==> src/rtl/set_frame_pkg.sv <==
// set_frame_pkg: shared state encoding and default framing constants
package set_frame_pkg;
    typedef enum logic {IDLE, SEND} state_t;
    localparam int DEF_DATA_W = 16;
    localparam int DEF_N_FLAGS = 2;
    localparam logic [15:0] FLAG_CH0 = 16'hFE6B;
    localparam logic [15:0] FLAG_CH1 = 16'h2840;
endpackage

==> src/rtl/set_frame_sync.sv <==
// set_frame_sync: two-flop synchroniser plus history flop, one pulse per rising edge of async_i
module set_frame_sync (
    input  logic signal_clk,
    input  logic signal_rst_n,
    input  logic async_i,
    output logic pulse_o
);
    logic [2:0] sh_q;
    // shift the async level through two sync stages and one history stage
    always_ff @(posedge signal_clk) begin
        if (!signal_rst_n) sh_q <= '0;
        else sh_q <= {sh_q[1:0], async_i};
    end
    assign pulse_o = sh_q[1] & ~sh_q[2];
endmodule

==> src/rtl/set_frame.sv <==
// set_frame: captures a count word plus flag words on a write strobe and streams them out with valid/ready
module set_frame
    import set_frame_pkg::*;
#(
    parameter int DATA_W = DEF_DATA_W,
    parameter int N_FLAGS = DEF_N_FLAGS,
    parameter logic [N_FLAGS*DATA_W-1:0] FLAG_PAT = {FLAG_CH1, FLAG_CH0}
) (
    input  logic               signal_clk,
    input  logic               signal_rst_n,
    input  logic               signal_w,
    input  logic               signal_d,
    input  logic [N_FLAGS-1:0] signal_f,
    input  logic [DATA_W-1:0]  count_in,
    output logic [DATA_W-1:0]  out_data,
    output logic               out_valid,
    input  logic               out_ready,
    output logic               frame_done,
    output logic               overrun,
    input  logic               clr_ovr
);
    localparam int IDX_W = $clog2(N_FLAGS + 1);
    localparam logic [IDX_W-1:0] LAST = IDX_W'(N_FLAGS);
    state_t state_q, state_d;
    logic [IDX_W-1:0] idx_q, idx_d;
    logic [DATA_W-1:0] words_q [N_FLAGS+1];
    logic [DATA_W-1:0] words_d [N_FLAGS+1];
    logic done_q, done_d, ovr_q, ovr_d, req;

    set_frame_sync u_sync (
        .signal_clk  (signal_clk),
        .signal_rst_n(signal_rst_n),
        .async_i     (signal_w),
        .pulse_o     (req)
    );

    // register state, index, captured words and status flags
    always_ff @(posedge signal_clk) begin
        if (!signal_rst_n) begin
            state_q <= IDLE;
            idx_q   <= '0;
            words_q <= '{default: '0};
            done_q  <= 1'b0;
            ovr_q   <= 1'b0;
        end else begin
            state_q <= state_d;
            idx_q   <= idx_d;
            words_q <= words_d;
            done_q  <= done_d;
            ovr_q   <= ovr_d;
        end
    end

    // capture a frame on request in IDLE, step through words on handshakes in SEND
    always_comb begin
        state_d = state_q;
        idx_d   = idx_q;
        words_d = words_q;
        done_d  = 1'b0;
        ovr_d   = (ovr_q & ~clr_ovr) | (req & (state_q == SEND));
        if (state_q == IDLE) begin
            if (req) begin
                state_d    = SEND;
                idx_d      = '0;
                words_d[0] = signal_d ? count_in : '0;
                for (int i = 0; i < N_FLAGS; i++)
                    words_d[i+1] = signal_f[i] ? FLAG_PAT[i*DATA_W +: DATA_W] : '0;
            end
        end else if (out_ready) begin
            if (idx_q == LAST) begin
                state_d = IDLE;
                idx_d   = '0;
                done_d  = 1'b1;
            end else begin
                idx_d = idx_q + 1'b1;
            end
        end
    end

    assign out_valid  = (state_q == SEND);
    assign out_data   = (state_q == SEND) ? words_q[idx_q] : '0;
    assign frame_done = done_q;
    assign overrun    = ovr_q;
endmodule
==> config.mk <==
export PLATFORM = sky130hd
export DESIGN_NAME = set_frame
export DESIGN_NICKNAME = d
export VERILOG_FILES = /design/src/rtl/set_frame_pkg.sv /design/src/rtl/set_frame_sync.sv /design/src/rtl/set_frame.sv
export SDC_FILE = /design/constraint.sdc
export NUM_CORES = 1
export LEC_CHECK = 0
export BUFFER_PORTS_ARGS = -buffer_cell sky130_fd_sc_hd__buf_2
export CORE_UTILIZATION = 35
export CTS_CLUSTER_SIZE = 8
export DETAILED_ROUTE_END_ITERATION = 8
export SYNTH_ARGS = -nofsm -noshare
export SYNTH_HDL_FRONTEND = slang
export SYNTH_SLANG_ARGS = --single-unit
==> constraint.sdc <==
create_clock -name signal_clk -period 2.98 [get_ports signal_clk]
set_input_delay 0.149 -clock signal_clk [delete_from_list [all_inputs] [get_ports signal_clk]]
set_output_delay 0.149 -clock signal_clk [all_outputs]
set_load 0.05 [all_outputs]
### Yosys cells after proc, flatten, opt, wreduce, memory -nomap -nowiden

Cells that the tools add are included.

| storage, ports and cells | value |
|---|---|
| bits in registers | 56 |
| latch bits | 0 |
| bits in writable memories | 0 |
| memory bits (read-only) | 0 |
| input port bits | 24 |
| output and inout port bits | 19 |
| logic and storage cells | 40 |
| memories | 0 |

| cells by class | value |
|---|---|
| add/sub/neg operators | 1 |
| multipliers | 0 |
| divide/modulo/power cells | 0 |
| order comparisons | 1 |
| eq/ne operators | 2 |
| shifts and indexed selects | 0 |
| mux-type cells | 16 |
| bitwise logic cells | 8 |
| reductions and logical operators | 4 |

Operators with widths:

| kind | number |
|---|---|
| 2-to-1 mux 16 bit | 5 |
| binary-select mux 16 bit (select 2 bit) | 1 |
| 2-to-1 mux 14 bit | 1 |
| 2-to-1 mux 2 bit | 4 |
| 2-to-1 mux 1 bit | 5 |
| AND reduction 2 bit | 2 |
| bitwise AND 1 bit | 3 |
| greater-or-equal comparator 3 bit, second input constant | 1 |
| NOT 1 bit | 3 |
| NOT 2 -> 3 bit | 1 |
| AND reduction 3 bit | 1 |
| adder 2 x 1 -> 2 bit, second input constant | 1 |
| == test 2 bit, second input constant | 1 |
| inequality test 2 bit, second input constant | 1 |
| nonzero test 2 bit | 1 |
| OR 1 bit | 1 |

### Depth between registers and ports, before layout

| logic depth | value |
|---|---|
| depth after elaboration | 5 |
| gate-level depth with buffers | 4 |
| mapped depth without buffers | 2 |

### Hierarchy

A second synthesis with hierarchy kept.

| second synthesis, totals | value |
|---|---|
| cells, all modules | 145 |
| area total of the unflattened synthesis | 1322.5 um^2 |

Modules (own cells, without submodules):

| module | times used | cells each | area an instance (um^2) | sequential area each (um^2) |
|---|---|---|---|---|
| set_frame | 1 | 138 | 1229.9 | 460.4 |
| set_frame_sync | 1 | 7 | 92.6 | 60.1 |

### Worst setup path after synthesis

No wires, ideal clock.

| timing | value |
|---|---|
| path type | register to output |
| from | reg state_q (netlist: out_valid) |
| to | out out_data[13] |
| data arrival time | 1.663 ns |
| required time | 2.831 ns |
| path slack | 1.168 ns |
| stages on the path, launching flop included | 4 |
| path buffers | 1 |
| cell sequence | dfxtp_1 buf_6 nand2b_1 o21ai_1 |

| between the ends | value |
|---|---|
| longest elaborated chain between the ends | 1 |

Ends and longest elaborated chain:

| what | line | RTL |
|---|---|---|
| from (decl) | set_frame.sv:24 | `state_t state_q, state_d;` |
| from (signal assigned) | set_frame.sv:46 | `state_q <= state_d;` |
| 2-to-1 mux 16 bit | set_frame.sv:81 | `assign out_data = (state_q == SEND) ? words_q[idx_q] : '0;` |
| to (decl) | set_frame.sv:15 | `output logic [DATA_W-1:0] out_data,` |

No other way between the ends.

### Worst setup path after layout

| timing | value |
|---|---|
| from | reg state_q (netlist: out_valid) |
| to | out out_data[1] |

The elaborated chain is that of the path after synthesis.

==> results.md <==
* Outcome: completed
* H-tree depth at 1
* Critical Path Max Stage Delay at 0.58 ns
* Clk_lat worst skew at 0.33 ns
* Pin count of the biggest net entering global routing at between 40 and 50
* Setup slack, reg-to-reg at 1.45 ns
* Die width at 61.97 um
* HP Class: in -> reg
* Initial antenna violation count at 0
* Worst reg2reg endpoint: words_q[32]$_SDFFE_PN0P_
* GP Congestion at just over 0.7
* Antenna viol nets, final at 0
* Final net count at 195
* Worst endpoint data arrival time at 1.92 ns
* I/O Buffers at 42
* WL/cell at 12.57 um
* Pwr Density at 444.6 nW/um2
* Tmin final at 2.074 ns
* Number of remaining DRC errors at 0
* Worst-Margin Slew at 0.6900 ns
* Final setup viols at 0
* Max VDD drop at ~0.00016 V
* RSZ-0062 raised after global routing: false
* Mapped cell area at approximately 1300 um2
* Leakage power total at ~0.69 nW
* Setup TNS at 0 ns
* WP buf/inv at 1
* Mean Syn Cell Area at 9.255 um2
* CP required at 2.83 ns
* Vias/cell at 4.829
* Worst Skew at roughly 0.0083 ns
* Family with the most delay on the worst path: flip-flops
* TritonCTS clock tree: built
* Slew margin rel. at 54.00%
* CTS max path bufs at 2
* Starting Density at roughly 37%
* Distinct cells, synth at 22
* CTS root buffer: clkbuf_4
* Global-route wire length before repair at 3905 um
* Vias at approximately 1000
* Yosys top cell area share at 41.35%
* # hold bufs at CTS at 0
* Area growth syn-to-layout at 19.98%
* TritonCTS buffer count at 3
* Die Ht at 61.97 um
* Syn Inst Count at 136
* Worst Hold Depth at 2
* Ys flop type: dfxtp_1
* Max frequency at ~480 MHz
* Worst Path Max Fanout at 13
* Top-count cell post-synth: dfxtp_1
* Sequential area share after synthesis at 41.35%
* Post-cts sizing count at 0
* FF-to-FF Start: out_valid$_SDFF_PN0_
* CP Cell Sequence: nor3b_4 > a21o_1 > buf_2
* Levels on crit path at 3
* HPWL after DPL at 1969 um
* Yosys reg bits at 26
* Clock-pin slew on the worst setup and hold paths at roughly 0.13 ns
* GRT overflow at 0
* Crit Path Class: reg -> out
* Rows at 21
* First-pass DRT Iterations at 4
* Iteration-0 DRC Markers at 50
* Reg2Reg Depth at 3
* Global Route Usage Sum at 14.46%
* Post-Syn Nets at 160
* Most frequent cells after synthesis: dfxtp_1, nand2_1, mux2i_1, nand3_1
* Min-Delay Endpoint: u_sync.sh_q[0]$_SDFF_PN0_
* Worst hold start: signal_w
* Post-CTS Setup Inserts at 0
* Yosys Warn Count at 0
* Antenna cells at 0
* Core Region at roughly 3400 um2
* Fin. Hold Viols at 0
* Ranking of synthesized cells by area: dfxtp_1, mux2i_1, nand2_1, nand3_1, a21o_1
* Worst Setup End Kind: output port
* Filler cells at 327
* Routed wire length at 2715 um
* Slowest cell on the critical path: dfxtp_1
* Vias in the first global route at 820
* IO Pins at 43
* EDFF count, synth at 0
* Startpoint Class: flop
* Async S/R FF share, synth at 0%
* Share of cells above drive strength 1 at 28.82%
* Post-synth top area cell: dfxtp_1
* Clock Sinks at 26
* Max Cap Viol at 0
* Tcrit/Tclk final at slightly below 70%
* Finished Core Util at between 40 and 50%
* Die Area at about 3800 um2
* Final slew viol count at 0
## state kept, by name, indices dropped and copies added, names as in the netlist
name and count:
words_q 18, frame_done 1, overrun 1, idx_q 2
out_valid 1, u_sync.sh_q 3
## placed cells by master (no fill, tap or decap), drive strengths merged, types with 3 or more instances in the layout
master / n
a21o: 9
and2: 9
buf: 43
clkbuf: 3
dfxtp: 26
mux2i: 21
nand2: 22
nand2b: 3
nand3: 16
o21ai: 3
## metal layers
metal | global-route usage [%] | part of all wire (%) | up-vias
li1 | - | - | 533
met1 | 18.61 | 48 | 482
met2 | 23.56 | 47 | 24
met3 | 1.242 | 3.1 | 4
met4 | 8.571 | 2.3 | 0
met5 | 0 | 0 | -
## where the power goes
part | total, W | switching (W) | internal (W) | leakage (nW)
combinational | 0.0000652 | 0.0000377 | 0.0000275 | 0.456
sequential | 0.000363 | 0.00000748 | 0.000356 | 0.211
clock | 0.000243 | 0.000107 | 0.000136 | 0.0279
total | 0.000671 | 0.000152 | 0.000520 | 0.694
## logic make-up after synthesis
logic type	count (synthesis)	synth area share, %
compound gates	16	8.946
buf+inv	15	7.157
mux	21	16.70
simple gates	58	25.85
flops	26	41.35
## how the worst max path moves through the flow
| stage | startpoint | endpoint | slack, ns |
|---|---|---|---|
| floorplan | out_valid$_SDFF_PN0_ | out_data[13] | 1.17 |
| global placement | out_valid$_SDFF_PN0_ | out_data[1] | 1.31 |
| detailed placement | out_valid$_SDFF_PN0_ | out_data[2] | 1.23 |
| CTS | out_valid$_SDFF_PN0_ | out_data[2] | 0.88 |
| global route | out_valid$_SDFF_PN0_ | out_data[2] | 0.75 |
| finish | out_valid$_SDFF_PN0_ | out_data[1] | 0.91 |
## metrics by stage
stage / total power (W) / instance area (um2) / instances / hold slack, ns / setup slack (ns)
after global routing: 0.0007011 / 1510 / 216 / 0.01712 / 0.7546
final: 0.0006714 / 1510 / 216 / 0.02654 / 0.9061
after CTS: 0.0006782 / 1510 / 216 / 0.01678 / 0.8845
after detailed placement: 0.0004373 / 1458 / 212 / 0.3635 / 1.232
after global placement: 0.0004340 / 1458 / 212 / 0.3590 / 1.307
after floorplan: 0.0004160 / 1259 / 136 / 0.2763 / 1.168
## worst register-to-register path, cell delays in order (launching register included)
cell and delay, ns:
dfxtp_1 0.45, nor3b_4 0.44, buf_4 0.35, mux2i_1 0.24
## cell type report
cell class	instances	area, um2	share of cell area (%)
Multi-Input combinational cell	95	654.4	43.33
Sequential cell	26	520.5	34.47
Timing Repair Buffer	43	217.7	14.42
Tap cell	46	57.56	3.811
Clock inverter	1	30.03	1.988
Clock buffer	3	22.52	1.491
Inverter	2	7.507	0.4971
No activity file was read; power rests on OpenSTA's default activity.
